<file path="src/rtl/if_fetch_unit.sv">
// Instruction-fetch stage: owns the PC, runs a single-outstanding imem request,
// and presents one fetched PC+4/instruction pair to the IF/ID register.
module if_fetch_unit #(
  parameter logic [31:0] RESET_PC = 32'h0000_0000
) (
  input  logic        clk,
  input  logic        rst,
  input  logic        freeze,
  input  logic        branch_taken,
  input  logic [31:0] branch_addr,
  output logic        imem_req,
  output logic [31:0] imem_addr,
  input  logic        imem_ready,
  input  logic        imem_rvalid,
  input  logic [31:0] imem_rdata,
  output logic [31:0] PCout,
  output logic [31:0] instOut,
  output logic        inst_valid,
  output logic        flush_out
);

  localparam logic [1:0] S_IDLE = 2'd0;
  localparam logic [1:0] S_WAIT = 2'd1;
  localparam logic [1:0] S_FULL = 2'd2;

  logic [1:0]  r_state;
  logic [31:0] r_pc;
  logic [31:0] r_req_addr;
  logic        r_discard;
  logic [31:0] r_inst_buf;
  logic [31:0] r_pc4_buf;

  logic [31:0] w_branch_tgt;
  logic [31:0] w_req_pc4;

  assign w_branch_tgt = branch_addr & ~32'h0000_0003;
  assign w_req_pc4    = r_req_addr + 32'd4;

  always_ff @(posedge clk or negedge rst) begin
    if (!rst) begin
      r_state    <= S_IDLE;
      r_pc       <= RESET_PC;
      r_req_addr <= 32'd0;
      r_discard  <= 1'b0;
      r_inst_buf <= 32'd0;
      r_pc4_buf  <= 32'd0;
    end else begin
      case (r_state)
        S_IDLE: begin
          // A request accepted in a branch cycle targets the old path; its response must be dropped.
          if (imem_ready) begin
            r_req_addr <= r_pc;
            r_state    <= S_WAIT;
            if (branch_taken) begin
              r_discard <= 1'b1;
            end
          end
          if (branch_taken) begin
            r_pc <= w_branch_tgt;
          end
        end
        S_WAIT: begin
          if (branch_taken) begin
            r_pc <= w_branch_tgt;
            if (imem_rvalid) begin
              r_discard <= 1'b0;
              r_state   <= S_IDLE;
            end else begin
              r_discard <= 1'b1;
            end
          end else if (imem_rvalid) begin
            if (r_discard) begin
              r_discard <= 1'b0;
              r_state   <= S_IDLE;
            end else begin
              r_inst_buf <= imem_rdata;
              r_pc4_buf  <= w_req_pc4;
              r_pc       <= w_req_pc4;
              r_state    <= S_FULL;
            end
          end
        end
        S_FULL: begin
          if (branch_taken) begin
            r_pc    <= w_branch_tgt;
            r_state <= S_IDLE;
          end else if (!freeze) begin
            r_state <= S_IDLE;
          end
        end
        default: begin
          r_state <= S_IDLE;
        end
      endcase
    end
  end

  assign imem_req   = (r_state == S_IDLE);
  assign imem_addr  = r_pc;
  assign inst_valid = (r_state == S_FULL);
  assign instOut    = inst_valid ? r_inst_buf : 32'd0;
  assign PCout      = inst_valid ? r_pc4_buf : 32'd0;
  assign flush_out  = branch_taken;

endmodule

</file>
<file path="config.mk">
export PLATFORM = sky130hd
export DESIGN_NAME = if_fetch_unit
export DESIGN_NICKNAME = d
export VERILOG_FILES = /design/src/rtl/if_fetch_unit.sv
export SDC_FILE = /design/constraint.sdc
export NUM_CORES = 1
export LEC_CHECK = 0
export ABC_AREA = 1
export ABC_CLOCK_PERIOD_IN_PS = 3900
export CORE_MARGIN = 1
export CORE_UTILIZATION = 40
export CTS_BUF_LIST = sky130_fd_sc_hd__clkbuf_4
export CTS_CLUSTER_SIZE = 30
export DETAILED_ROUTE_END_ITERATION = 7
export GPL_ROUTABILITY_DRIVEN = 0
export PLACE_DENSITY = 0.77
export SETUP_SLACK_MARGIN = 0.4
export SLEW_MARGIN = 20
export SYNTH_ARGS = -nofsm -noshare
export SYNTH_HDL_FRONTEND = slang
export SYNTH_SLANG_ARGS = --single-unit
export TNS_END_PERCENT = 1
</file>
<file path="constraint.sdc">
create_clock -name clk -period 3.9 [get_ports clk]
set_input_delay 1.17 -clock clk [delete_from_list [all_inputs] [get_ports clk]]
set_output_delay 1.17 -clock clk [all_outputs]
set_load 0.01 [all_outputs]
</file>
==> summary.md <==
| Metric | Value |
|---|---|
| Outcome | `finished, final reports clean` |
| Synth area leaders | `dfrtp_1 (50%), nand2_1 (13%), nor2_1 (10%), inv_1 (6.5%), o21ai_0 (5.7%)` |
| Tightest Pin Transition | `~0.7 ns` |
| Setup-failing EPs final | `0` |
| Final non-filler cell area | `8657 um^2` |
| Pwr dens | `611.3 nW/um^2` |
| Max-slew violations | `0` |
| Max clock buf depth | `2` |
| Worst slew margin | `54.53%` |
| Initial Utilization | `around two fifths` |
| Peak supply drop | `0.2515 mV` |
| HPWL Detailed | `between 10 and 15 mm` |
| Synth area leader | `dfrtp_1` |
| Hold Vio Cnt, Final | `0` |
| First-pass GRT wire length | `27.12 mm` |
| Largest net degree at the start of global routing | `105` |
| Synth Warn # | `0` |
| TritonCTS clock tree | `done` |
| Die height | `about 130 um` |
| Post-synth cell types | `28` |
| Clk_lat worst skew | `0.54 ns` |
| WHS | `between 0.4 and 0.5 ns` |
| DP Area | `around 8300 um^2` |
| Clock transition at path regs | `0.11 ns` |
| Gate Count Post-Synth | `between 800 and 900` |
| P&R area growth vs syn | `32.40%` |
| Nets | `roughly 1100` |
| Full die area | `16860 um^2` |
| RSZ-0062 raised after global routing | `yes` |
| Arr. time, crit path | `2.25 ns` |
| Synth top cells by count | `nand2_1 (219), nor2_1 (179), dfrtp_1 (131)` |
| CTS sink cnt | `around 130` |
| Register bit total from synthesis | `between 100 and 150` |
| Post-synth EDFFs | `0` |
| CP Data Required Time | `around 2.7 ns` |
| Critical path type | `flop to output pin` |
| Ys async rst share | `between 90% and 100%` |
| Worst Hold Class | `flop to flop` |
| Number of port buffers | `166` |
| Peak Freq | `0.2921 GHz` |
| Share of the synthesized area in the top cell type | `approximately half` |
| Setup tns final | `0 ns` |
| Syn avg cell area | `7.430 um^2` |
| TritonCTS Buffers | `17` |
| Post-Syn Nets | `951` |
| MaxCap Viol Count | `0` |
| Lkg Pwr | `0.003998 uW` |
| Total number of vias | `6038` |
| Die X | `~130 um` |
| Main synth FF type | `dfrtp_1` |
| Seq/Total Area, Yosys | `50.13%` |
| Routed vias/inst | `roughly 4.8` |
| Post-CTS Hold Buffers | `0` |
| Root Buffer | `clkbuf_4` |
| Final ANT Viol Nets | `0` |
| Endpoint class of the critical path | `output pin` |
| Clk_skew | `0.02382 ns` |
| CP Max Fanout | `53` |
| Most frequent cell after synthesis | `nand2_1` |
| Gr ovfl total | `0` |
| Worst Setup Start Kind | `flop` |
| Layout cells sized above 1 | `5.725%` |
| Row count | `46` |
| Core area | `15940 um^2` |
| H-tree levels | `4` |
| GRT Resource Usage Total | `20.95%` |
| 1st-iter DRT viols | `slightly above 400` |
| DRT Pass-1 Iters | `5` |
| Pre-CTS WS | `0.5545 ns` |
| Drt wl/cell | `13.61 um` |
| DRC | `0` |
| Setup ws final | `0.4768 ns` |
| Minimum clock period | `3.423 ns` |
| IO Count | `169` |
| Vias in the first global route | `between 5000 and 6000` |
| Crit share post-route | `87.77%` |
| DRT Wirelength | `17.22 mm` |
| Synthesized cell area | `6539 um^2` |
| Initial antenna violation count | `1` |
-- where the power goes --
group | internal [uW] | total (uW) | switching [uW]
Combinational | 834 | 2060 | 1230
Clock | 383 | 899 | 516
Sequential | 1950 | 2330 | 380
Total | 3170 | 5290 | 2120
-- final timing paths --
path                                                 from                          to  slack [ns]  depth (start not counted)
worst max-delay path               r_state[0]$_DFFE_PN0P_                    PCout[0]        0.48                          5
worst min-delay path             r_pc4_buf[8]$_DFFE_PN0P_    r_pc4_buf[8]$_DFFE_PN0P_        0.50                          2
worst max register to register  r_req_addr[2]$_DFFE_PN0P_   imem_addr[24]$_DFFE_PN0P_        2.00                         10
worst min register to register   r_pc4_buf[8]$_DFFE_PN0P_    r_pc4_buf[8]$_DFFE_PN0P_        0.50                          2
max in group asynchronous                             rst  r_req_addr[27]$_DFFE_PN0P_        2.37                          2
min in group asynchronous                             rst  r_req_addr[30]$_DFFE_PN0P_        0.64                          1
-- final cells by class --
cell class,instances,area [um^2]
Timing Repair Buffer,174,1772
Clock inverter,14,138.9
Inverter,118,469.2
Tap cell,216,270.3
Fill cell,1519,7286
Sequential cell,131,3279
Antenna cell,1,2.502
Clock buffer,18,135.1
Multi-Input combinational cell,593,2590
-- layer usage --
layer | GRT usage, % | part of all wire (%) | vias to the layer above
li1 | - | - | 3019
met1 | 28.23 | 46 | 2785
met2 | 33.44 | 46 | 209
met3 | 5.453 | 7.0 | 25
met4 | 5.746 | 1.3 | 0
met5 | 0 | 0 | -
-- logic make-up after synthesis --
group	Yosys count	synth area share, %
simple gates	442	26.75
buf+inv	156	10.52
compound gates	140	11.02
flops	131	50.13
xor+xnor	9	1.206
mux	1	0.1722
fa+ha+maj	1	0.1913
-- metrics by stage --
stage	total power, uW	util, %	instances
3_3_place_gp	4319	52.33	1232
3_5_place_dp	4393	52.33	1232
5_1_grt	5716	54.30	1265
6_report	5292	54.30	1265
2_1_floorplan	3556	-	880
4_1_cts	5318	54.24	1264
-- state kept, by name (all words and copies together), names as in the netlist --
name / count
r_req_addr: 32
r_pc4_buf: 32
r_discard: 1
r_state: 2
imem_addr: 32
r_inst_buf: 32
-- worst max-delay path: stages, from the launching register on --
cell and delay [ns]:
dfrtp_2 0.48, nor2_4 0.16, bufinv_16 0.25, buf_4 0.20, nor2_1 0.10, clkdlybuf4s50_1 0.54
-- cells in the final DEF (no fill, tap or decap), types with 2 or more instances in the layout --
cell / instances
nand2_1: 218
nor2_1: 177
clkdlybuf4s50_1: 164
dfrtp_1: 130
inv_1: 113
o21ai_0: 75
a21oi_1: 47
nand3_1: 33
clkbuf_4: 18
o21ai_1: 8
xor2_1: 8
nand2_2: 6
clkinv_2: 5
buf_4: 5
nor2_4: 4
inv_2: 4
o211ai_1: 4
buf_12: 4
bufinv_16: 3
a31oi_1: 3
clkinv_4: 3
nor2_2: 2
o22ai_1: 2
clkinvlp_4: 2
-- timing repair --
action,CTS,global route
setup buffers,0,0
gates resized for setup,6,2
gates cloned,0,0
setup endpoints to repair,64,15
(Power assumes the default switching activity.)
